**src/rtl/mips_pkg.sv**
```systemverilog
// Shared MIPS datapath constants: ALU operation encodings and default widths.
// No logic; constants only.
// No flow control.
package mips_pkg;

    localparam int DEF_DATA_W = 32;
    localparam int DEF_REG_W  = 5;

    localparam logic [3:0] ALU_AND = 4'b0000;
    localparam logic [3:0] ALU_OR  = 4'b0001;
    localparam logic [3:0] ALU_ADD = 4'b0010;
    localparam logic [3:0] ALU_SUB = 4'b0110;
    localparam logic [3:0] ALU_SLT = 4'b0111;
    localparam logic [3:0] ALU_LUI = 4'b1000;
    localparam logic [3:0] ALU_SLL = 4'b1001;
    localparam logic [3:0] ALU_SRL = 4'b1010;
    localparam logic [3:0] ALU_XOR = 4'b1011;
    localparam logic [3:0] ALU_NOP = 4'b1111;

endpackage

```
**src/rtl/fwd_mux.sv**
```systemverilog
// Per-operand forwarding select: MEM result, else WB data, else registered value.
// Latency: purely combinational.
// Backpressure: none; follows its inputs.
module fwd_mux #(
    parameter int DATA_W = 32,
    parameter int REG_W  = 5,
    parameter bit FWD_EN = 1'b1
) (
    input  logic [REG_W-1:0]  src,
    input  logic [DATA_W-1:0] regval,
    input  logic              mem_regwrite,
    input  logic [REG_W-1:0]  mem_writereg,
    input  logic [DATA_W-1:0] mem_data,
    input  logic              wb_regwrite,
    input  logic [REG_W-1:0]  wb_writereg,
    input  logic [DATA_W-1:0] wb_data,
    output logic [DATA_W-1:0] fwd
);

    logic mem_hit;
    logic wb_hit;

    // $zero is hard-wired, so a write to it never supplies a value
    assign mem_hit = mem_regwrite && (mem_writereg != '0) && (mem_writereg == src);
    assign wb_hit  = wb_regwrite  && (wb_writereg  != '0) && (wb_writereg  == src);

    // Younger producer (MEM) wins over older (WB)
    always_comb begin
        fwd = regval;
        if (FWD_EN && mem_hit) begin
            fwd = mem_data;
        end else if (FWD_EN && wb_hit) begin
            fwd = wb_data;
        end
    end

endmodule

```
**src/rtl/id_ex_stage.sv**
```systemverilog
// ID/EX register with load-use stall, bubble insertion and EX operand forwarding.
// Latency: one cycle from ID fields to ALU inputs; a load-use costs one bubble.
// Backpressure: ExHold freezes all state; Stall holds PC and IF/ID.
module id_ex_stage import mips_pkg::*; #(
    parameter int         DATA_W  = DEF_DATA_W,
    parameter int         REG_W   = DEF_REG_W,
    parameter bit         FWD_EN  = 1'b1,
    parameter logic [3:0] NOP_CTL = ALU_NOP
) (
    input  logic              clk,
    input  logic              reset,
    input  logic              IdValid,
    input  logic [DATA_W-1:0] IdRsData,
    input  logic [DATA_W-1:0] IdRtData,
    input  logic [REG_W-1:0]  IdRs,
    input  logic [REG_W-1:0]  IdRt,
    input  logic [REG_W-1:0]  IdWriteReg,
    input  logic [DATA_W-1:0] IdImm,
    input  logic [4:0]        IdShamt,
    input  logic [3:0]        IdALUCtl,
    input  logic              IdALUSrc,
    input  logic              IdRegWrite,
    input  logic              IdMemRead,
    input  logic              IdMemWrite,
    input  logic              IdMemToReg,
    input  logic              Flush,
    input  logic              ExHold,
    input  logic              MemRegWrite,
    input  logic [REG_W-1:0]  MemWriteReg,
    input  logic [DATA_W-1:0] MemALUOut,
    input  logic              WbRegWrite,
    input  logic [REG_W-1:0]  WbWriteReg,
    input  logic [DATA_W-1:0] WbData,
    output logic              Stall,
    output logic [3:0]        ALUCtl,
    output logic [DATA_W-1:0] A,
    output logic [DATA_W-1:0] B,
    output logic [4:0]        Shamt,
    output logic [DATA_W-1:0] ExStoreData,
    output logic              ExValid,
    output logic              ExRegWrite,
    output logic              ExMemRead,
    output logic              ExMemWrite,
    output logic              ExMemToReg,
    output logic [REG_W-1:0]  ExWriteReg
);

    logic [REG_W-1:0]  ex_rs;
    logic [REG_W-1:0]  ex_rt;
    logic [DATA_W-1:0] ex_rs_data;
    logic [DATA_W-1:0] ex_rt_data;
    logic [DATA_W-1:0] ex_imm;
    logic              ex_alusrc;
    logic [DATA_W-1:0] fwd_rs;
    logic [DATA_W-1:0] fwd_rt;
    logic              load_use;
    logic              bubble;
    logic              wb_byp_rs;
    logic              wb_byp_rt;

    // Load in EX whose destination feeds the ID instruction; rt is compared even for I-type
    assign load_use = ExValid && ExMemRead && (ExWriteReg != '0) &&
                      ((ExWriteReg == IdRs) || (ExWriteReg == IdRt));
    assign Stall    = !reset && IdValid && !Flush && load_use;
    assign bubble   = Flush || Stall || !IdValid;

    // Register file is not write-before-read, so WB is bypassed into the captured operands
    assign wb_byp_rs = WbRegWrite && (WbWriteReg != '0) && (WbWriteReg == IdRs);
    assign wb_byp_rt = WbRegWrite && (WbWriteReg != '0) && (WbWriteReg == IdRt);

    // Control path: cleared on reset or bubble so nothing downstream commits
    always_ff @(posedge clk) begin
        if (reset) begin
            ExValid    <= 1'b0;
            ExRegWrite <= 1'b0;
            ExMemRead  <= 1'b0;
            ExMemWrite <= 1'b0;
            ExMemToReg <= 1'b0;
            ALUCtl     <= NOP_CTL;
        end else if (!ExHold) begin
            ExValid    <= !bubble;
            ExRegWrite <= !bubble && IdRegWrite;
            ExMemRead  <= !bubble && IdMemRead;
            ExMemWrite <= !bubble && IdMemWrite;
            ExMemToReg <= !bubble && IdMemToReg;
            ALUCtl     <= bubble ? NOP_CTL : IdALUCtl;
        end
    end

    // Data path: only loaded for real instructions; contents during a bubble are don't-care
    always_ff @(posedge clk) begin
        if (reset) begin
            ExWriteReg <= '0;
            ex_rs      <= '0;
            ex_rt      <= '0;
            ex_rs_data <= '0;
            ex_rt_data <= '0;
            ex_imm     <= '0;
            Shamt      <= '0;
            ex_alusrc  <= 1'b0;
        end else if (!ExHold && !bubble) begin
            ExWriteReg <= IdWriteReg;
            ex_rs      <= IdRs;
            ex_rt      <= IdRt;
            ex_rs_data <= wb_byp_rs ? WbData : IdRsData;
            ex_rt_data <= wb_byp_rt ? WbData : IdRtData;
            ex_imm     <= IdImm;
            Shamt      <= IdShamt;
            ex_alusrc  <= IdALUSrc;
        end
    end

    fwd_mux #(.DATA_W(DATA_W), .REG_W(REG_W), .FWD_EN(FWD_EN)) u_fwd_rs (
        .src          (ex_rs),
        .regval       (ex_rs_data),
        .mem_regwrite (MemRegWrite),
        .mem_writereg (MemWriteReg),
        .mem_data     (MemALUOut),
        .wb_regwrite  (WbRegWrite),
        .wb_writereg  (WbWriteReg),
        .wb_data      (WbData),
        .fwd          (fwd_rs)
    );

    fwd_mux #(.DATA_W(DATA_W), .REG_W(REG_W), .FWD_EN(FWD_EN)) u_fwd_rt (
        .src          (ex_rt),
        .regval       (ex_rt_data),
        .mem_regwrite (MemRegWrite),
        .mem_writereg (MemWriteReg),
        .mem_data     (MemALUOut),
        .wb_regwrite  (WbRegWrite),
        .wb_writereg  (WbWriteReg),
        .wb_data      (WbData),
        .fwd          (fwd_rt)
    );

    assign A           = fwd_rs;
    assign B           = ex_alusrc ? ex_imm : fwd_rt;
    assign ExStoreData = fwd_rt;

endmodule

```
**config.mk**
```make
export PLATFORM = sky130hd
export DESIGN_NAME = id_ex_stage
export DESIGN_NICKNAME = d
export VERILOG_FILES = /design/src/rtl/mips_pkg.sv /design/src/rtl/fwd_mux.sv /design/src/rtl/id_ex_stage.sv
export SDC_FILE = /design/constraint.sdc
export NUM_CORES = 1
export LEC_CHECK = 0
export ABC_AREA = 1
export BUFFER_PORTS_ARGS = -buffer_cell sky130_fd_sc_hd__clkbuf_2
export CORE_MARGIN = 2
export CORE_UTILIZATION = 28
export DETAILED_ROUTE_END_ITERATION = 16
export GPL_ROUTABILITY_DRIVEN = 0
export PLACE_DENSITY = 0.58
export SYNTH_ARGS = -nofsm -noshare
export SYNTH_HDL_FRONTEND = slang
export SYNTH_SLANG_ARGS = --single-unit
export TNS_END_PERCENT = 1
```
**constraint.sdc**
```tcl
create_clock -name clk -period 1.87 [get_ports clk]
set_clock_uncertainty 0.05 [all_clocks]
set_input_delay 0.374 -clock clk [delete_from_list [all_inputs] [get_ports clk]]
set_output_delay 0.374 -clock clk [all_outputs]
set_load 0.01 [all_outputs]
```
* Yosys cells after proc, flatten, opt, wreduce, memory -nomap -nowiden
Cells that the tools add are included.
** Cells by class
- Equal/unequal tests :: 8
- Muxes and demuxes :: 8
- Reduce and logical (&&, ||, !) cells :: 30
** Operators with widths (count)
- 32-bit 2-to-1 mux :: 7
- 5-bit equality test :: 8
- 1-bit logical AND :: 19
- 5-bit nonzero test :: 3
- 1-bit logical NOT :: 5
- 4-bit 2-to-1 mux :: 1
- 1-bit logical OR :: 3
** Storage, ports and cells
- Flip-flop bits (word level) :: 126
- Input port bits :: 206
- Output and inout port bits :: 116
- Word-level logic and storage cells :: 60

* Longest topological paths before layout
- Depth after elaboration :: 8
- Mapped depth :: 13
- Depth with buffers taken out :: 11

* Hierarchy
Synthesis repeated with hierarchy kept, for this count alone.
** Second synthesis, totals
- Cell total of the unflattened synthesis :: 1737
- Area total of the unflattened synthesis :: 9540.4 um^2
** Modules (own cells, without submodules)
- id_ex_stage :: times used 1, cells an instance 1141, area each 6707.7 um^2
- fwd_mux :: times used 2, cells an instance 298, area each 1416.4 um^2

* Worst setup path after synthesis
Ideal clock, no wire load.
- Kind :: input-to-output
- Start point :: input port WbWriteReg[3]
- End point :: output port ExStoreData[10]
- Arrival time :: 1.519 ns
- Path slack :: -0.073 ns
- Cell stages on the path :: 10
- Path buffers :: 2
- Cells stage by stage :: clkbuf_2 inv_1 nand3_1 nand2_2 nor2_2 nand2_1 buf_2 nand2_1 nand3_1 and2_1
** Between the ends
- Longest elaborated chain between the ends :: 5
- Elaborated cells on any way between the ends :: 6
- Classes of those cells :: eq/ne (1); mux (2); reduce/logical (3)
** RTL lines
- from (decl) :: RTL line id_ex_stage.sv:32 : input logic [REG_W-1:0] WbWriteReg,
- 5-bit nonzero test :: RTL line fwd_mux.sv:25 : assign wb_hit = wb_regwrite && (wb_writereg != '0) && (wb_writereg == src);
- 1-bit logical AND :: RTL line fwd_mux.sv:25
- 1-bit logical AND * :: RTL line fwd_mux.sv:25
- 32-bit 2-to-1 mux * :: RTL line fwd_mux.sv:32 : end else if (FWD_EN && wb_hit) begin
- 32-bit 2-to-1 mux * :: RTL line fwd_mux.sv:30 : if (FWD_EN && mem_hit) begin
- to (decl) :: RTL line id_ex_stage.sv:39 : output logic [DATA_W-1:0] ExStoreData,
Mark *: on every way between the ends. The rest lies on a longest branch, timed or not.

* Worst setup path in the final report
- Start point :: register ex_rt[3]
- End point :: output port B[11]
** Between the ends
- Longest elaborated chain between the ends :: 5
- Elaborated cells on any way between the ends :: 7
- Classes of those cells :: eq/ne (2); mux (3); reduce/logical (2)
** RTL lines
- from (decl) :: RTL line id_ex_stage.sv:49 : logic [REG_W-1:0] ex_rt;
- from (signal assigned) :: RTL line id_ex_stage.sv:104 : ex_rt <= IdRt;
- 5-bit equality test :: RTL line fwd_mux.sv:25
- 1-bit logical AND :: RTL line fwd_mux.sv:25
- 32-bit 2-to-1 mux :: RTL line fwd_mux.sv:32
- 32-bit 2-to-1 mux * :: RTL line fwd_mux.sv:30
- 32-bit 2-to-1 mux * :: RTL line id_ex_stage.sv:138 : assign B = ex_alusrc ? ex_imm : fwd_rt;
- to (decl) :: RTL line id_ex_stage.sv:37 : output logic [DATA_W-1:0] B,
Marked as above.

==> results.tsv <==
stage	metric	value	unit
status	outcome	complete, but fails checks	
status	failed_checks	setup timing	
detailed_routing	route.final.wire_length	38190	µm
detailed_routing	final_routed_wire_length_divided_by_cell_count	16.55	µm
clock_tree	tritoncts	yes	
clock_tree	clock_root_buffer	clkbuf_16	
global_route	first_global_vias	10720	
die	row_count	65	
yosys	synth_top_cells_by_count	598 x nand2_1, 244 x nor2_1, 214 x nand3_1	
global_route	pin_count_of_the_biggest_net_entering_global_routing	85	
yosys	syn_area	8932	µm²
yosys	count_leader_synth	nand2_1	
sta	hold_viol_final	0	
global_route	global_route.usage.met3	3.971	%
detailed_routing	final_routed_drc_violation_total	0	
detailed_routing	detailroute.via_count	10890	
sta	setup_repair_after_global_routing_missed_its_margin	yes	
global_route	use_met2	38.75	%
yosys	synthesis.instances	1572	
yosys	mappedNetlistNets	1778	
die	boundaryPins	322	
hold_path	hold_path.class	primary input to flip-flop	
clock_tree	tritoncts_num_sinks	126	
yosys	synth_mux_area_share	0	%
sta	relSlewSlack	66.58	%
yosys	yosys.area_share.xor_xnor	2.844	%
yosys	synth_simple_gate_area_share	56.34	%
clock_tree	cts_made_buffers	17	
yosys	synth_top_area_share	28.24	%
yosys	synth_enable_flop_cells	0	
placed_design	dp_hpwl	27270	µm
cells_and_area	drive_above_1_share	30.60	%
cells_and_area	count_of_inserted_antenna_diode_cells	0	
pwr	leakage	7.123	nW
die	die_area	33350	µm²
detailed_routing	antenna_violating_nets_post_route	0	
yosys	async_flop_share	0	%
die	core-area	31470	µm²
cells_and_area	layout.nets	2099	
detailed_routing	drt_iter0_drc	658	
critical_path	setup.worst_path.start_class	flip-flop	
yosys	ys_seq_area_share	28.24	%
critical_path	cp_max_fo	21	
job	maxCapViolations	0	
pwr	vdd.ir_drop.worst	0.5569	mV
sta	period_needed	2.468	ns
global_route	total_routing_usage_reported_by_global_routing	22.82	%
sta	final-setup-viol-count	97	
die	initial_core_util	28.38	%
yosys	ys.warnings.count	0	
sta	final-max-slew-violation-count	0	
sta	final_critical_path_setup_slack	-0.5976	ns
clock_tree	clock_tree.buffer_depth	2	
global_route	number_of_antenna_violations_at_the_first_check_in_global_routing	1	
die	die_height	182.6	µm
global_route	grt_overflow	0	
critical_path	timing_worst_setup_path_type	flip-flop to output port	
sta	max_freq	405.3	MHz
yosys	synth_top_cell_by_area	dfxtp_1	
clock_tree	clock_insertion_delay_worst_skew	0.42	ns
clock_tree	clkTransAtPathRegs	0.07	ns
detailed_routing	detailedRoute.firstPassIterationCount	7	
critical_path	crit_path_capture_type	output port	
global_route	grt_pass1_wl	59430	µm
critical_path	cp_data_required_time	1.45	ns
yosys	ys.flop_type	dfxtp_1	
yosys	number_of_distinct_library_cells_after_synthesis	25	
placed_design	preCtsSetupSlack	-0.5398	ns
global_route	grt.met1_usage	29.41	%
global_route	busiest_layer	met2	
die	horizontal_extent_of_the_die	182.6	µm
placed_design	port_buffers	321	
yosys	combinational_family_with_the_most_area_after_synthesis	simple AND/OR/NAND/NOR gates	
clock_tree	post_cts_hold_buffer_count	0	
yosys	adder_cell_fraction_of_synth_area	0	%
yosys	synth.ff_latch_count	126	
detailed_routing	vias_per_cell	4.721	
cells_and_area	areaGrowthSynthToFinish	41.31	%
yosys	synth_compound_gate_area_share	0.8405	%
pwr	powerDensity	680.9	nW/µm²
sta	post-route-period-util	132.0	%
cells_and_area	layout.core_utilization	40.10	%
yosys	netlist_top_cells_area	dfxtp_1 28%, nand2_1 25%, nand3_1 12%	
critical_path	cp_arrival	2.04	ns
sta	worst_pin_slew	0.5013	ns
clock_tree	cts.htree.levels	4	
yosys	synth_area_per_cell	5.682	µm²
## placed cells by master (no fill, tap or decap), drive strengths merged
| cell | n |
|---|---|
| clkinv | 1 |
| nand3 | 214 |
| nor3 | 6 |
| clkinvlp | 4 |
| clkbuf | 339 |
| buf | 85 |
| nor2 | 249 |
| dfxtp | 126 |
| xor2 | 13 |
| nand3b | 65 |
| o21ai | 6 |
| nand2 | 601 |
| xnor2 | 16 |
| a21oi | 9 |
| bufinv | 4 |
| and2 | 32 |
| inv | 135 |
## critical path, stage by stage (launching register included)
cell and delay [ns]:
dfxtp_2 0.33, buf_4 0.14, xor2_2 0.18, nor2_4 0.12, nand3b_1 0.09, buf_6 0.15
buf_12 0.16, nand3_1 0.12, nand3_1 0.11, nand2_1 0.08, clkbuf_2 0.13
## logic make-up (layout without fill, tap and decap cells)
group	after synthesis	in the layout
AND/OR/NAND/NOR	1167	1167
buffers and inverters	235	568
flip-flops	126	126
XOR/XNOR	29	29
AO/OA/AOI/OAI	15	15
## final timing paths
path                            slack, ns          start        endpoint  depth (start not counted)
worst max-delay path                -0.60       ex_rt[3]           B[11]                         10
worst min-delay path                 0.12     IdShamt[1]        Shamt[1]                          3
worst max register to register       0.19  ExWriteReg[4]  ex_rt_data[11]                          9
worst min register to register       0.42     ExMemToReg      ExMemToReg                          2
## state kept, by name (all words and copies together) (netlist names), 4 cells and up
signal and cells:
ex_rs 5, ExWriteReg 5, Shamt 5, ex_rt 5, ex_rs_data 32, ex_imm 32, ALUCtl 4, ex_rt_data 32
## what timing repair did
| item | CTS | global route |
|---|---|---|
| setup endpoints to repair | 97 | 106 |
| gates cloned | 2 | 0 |
| endpoints found under the hold margin | 0 | 0 |
| setup buffers | 7 | 2 |
| pin swaps | 33 | 7 |
| resized for setup | 107 | 16 |
## layout make-up
class / count / area, µm²
Clock inverter: 12 / 185.2
Sequential cell: 126 / 2545
Fill cell: 3419 / 18850
Multi-Input combinational cell: 1211 / 5857
Timing Repair Buffer: 405 / 2591
Inverter: 132 / 498.0
Clock buffer: 19 / 442.9
Tap cell: 402 / 503.0
## per-stage QoR
stage / hold slack [ns] / instance area, µm² / cells / total power [mW] / TNS, ns
final: 0.1227 / 12620 / 2307 / 8.594 / -49.84
after global routing: 0.1174 / 12620 / 2307 / 9.003 / -60.46
after CTS: 0.1026 / 12560 / 2305 / 8.675 / -53.32
after detailed placement: 0.4067 / 11450 / 2266 / 4.888 / -45.55
after global placement: 0.4045 / 11450 / 2266 / 4.872 / -43.82
after floorplan: 0.3931 / 9032 / 1572 / 3.974 / -0.6718
## report_power, final
group          switching [mW]  leakage [nW]  total (mW)  internal (mW)
registers              0.0714          1.04        2.89           2.82
logic                    1.21          5.79        2.04          0.827
clock network            1.39         0.293        3.66           2.28
total                    2.67          7.12        8.59           5.93
## layer usage
layer,up-vias,part of all wire (%)
met3,53,5.3
met5,-,0.034
met2,347,47
met4,2,2.0
met1,5032,45
li1,5458,-
No activity file was read; power rests on OpenSTA's default activity.
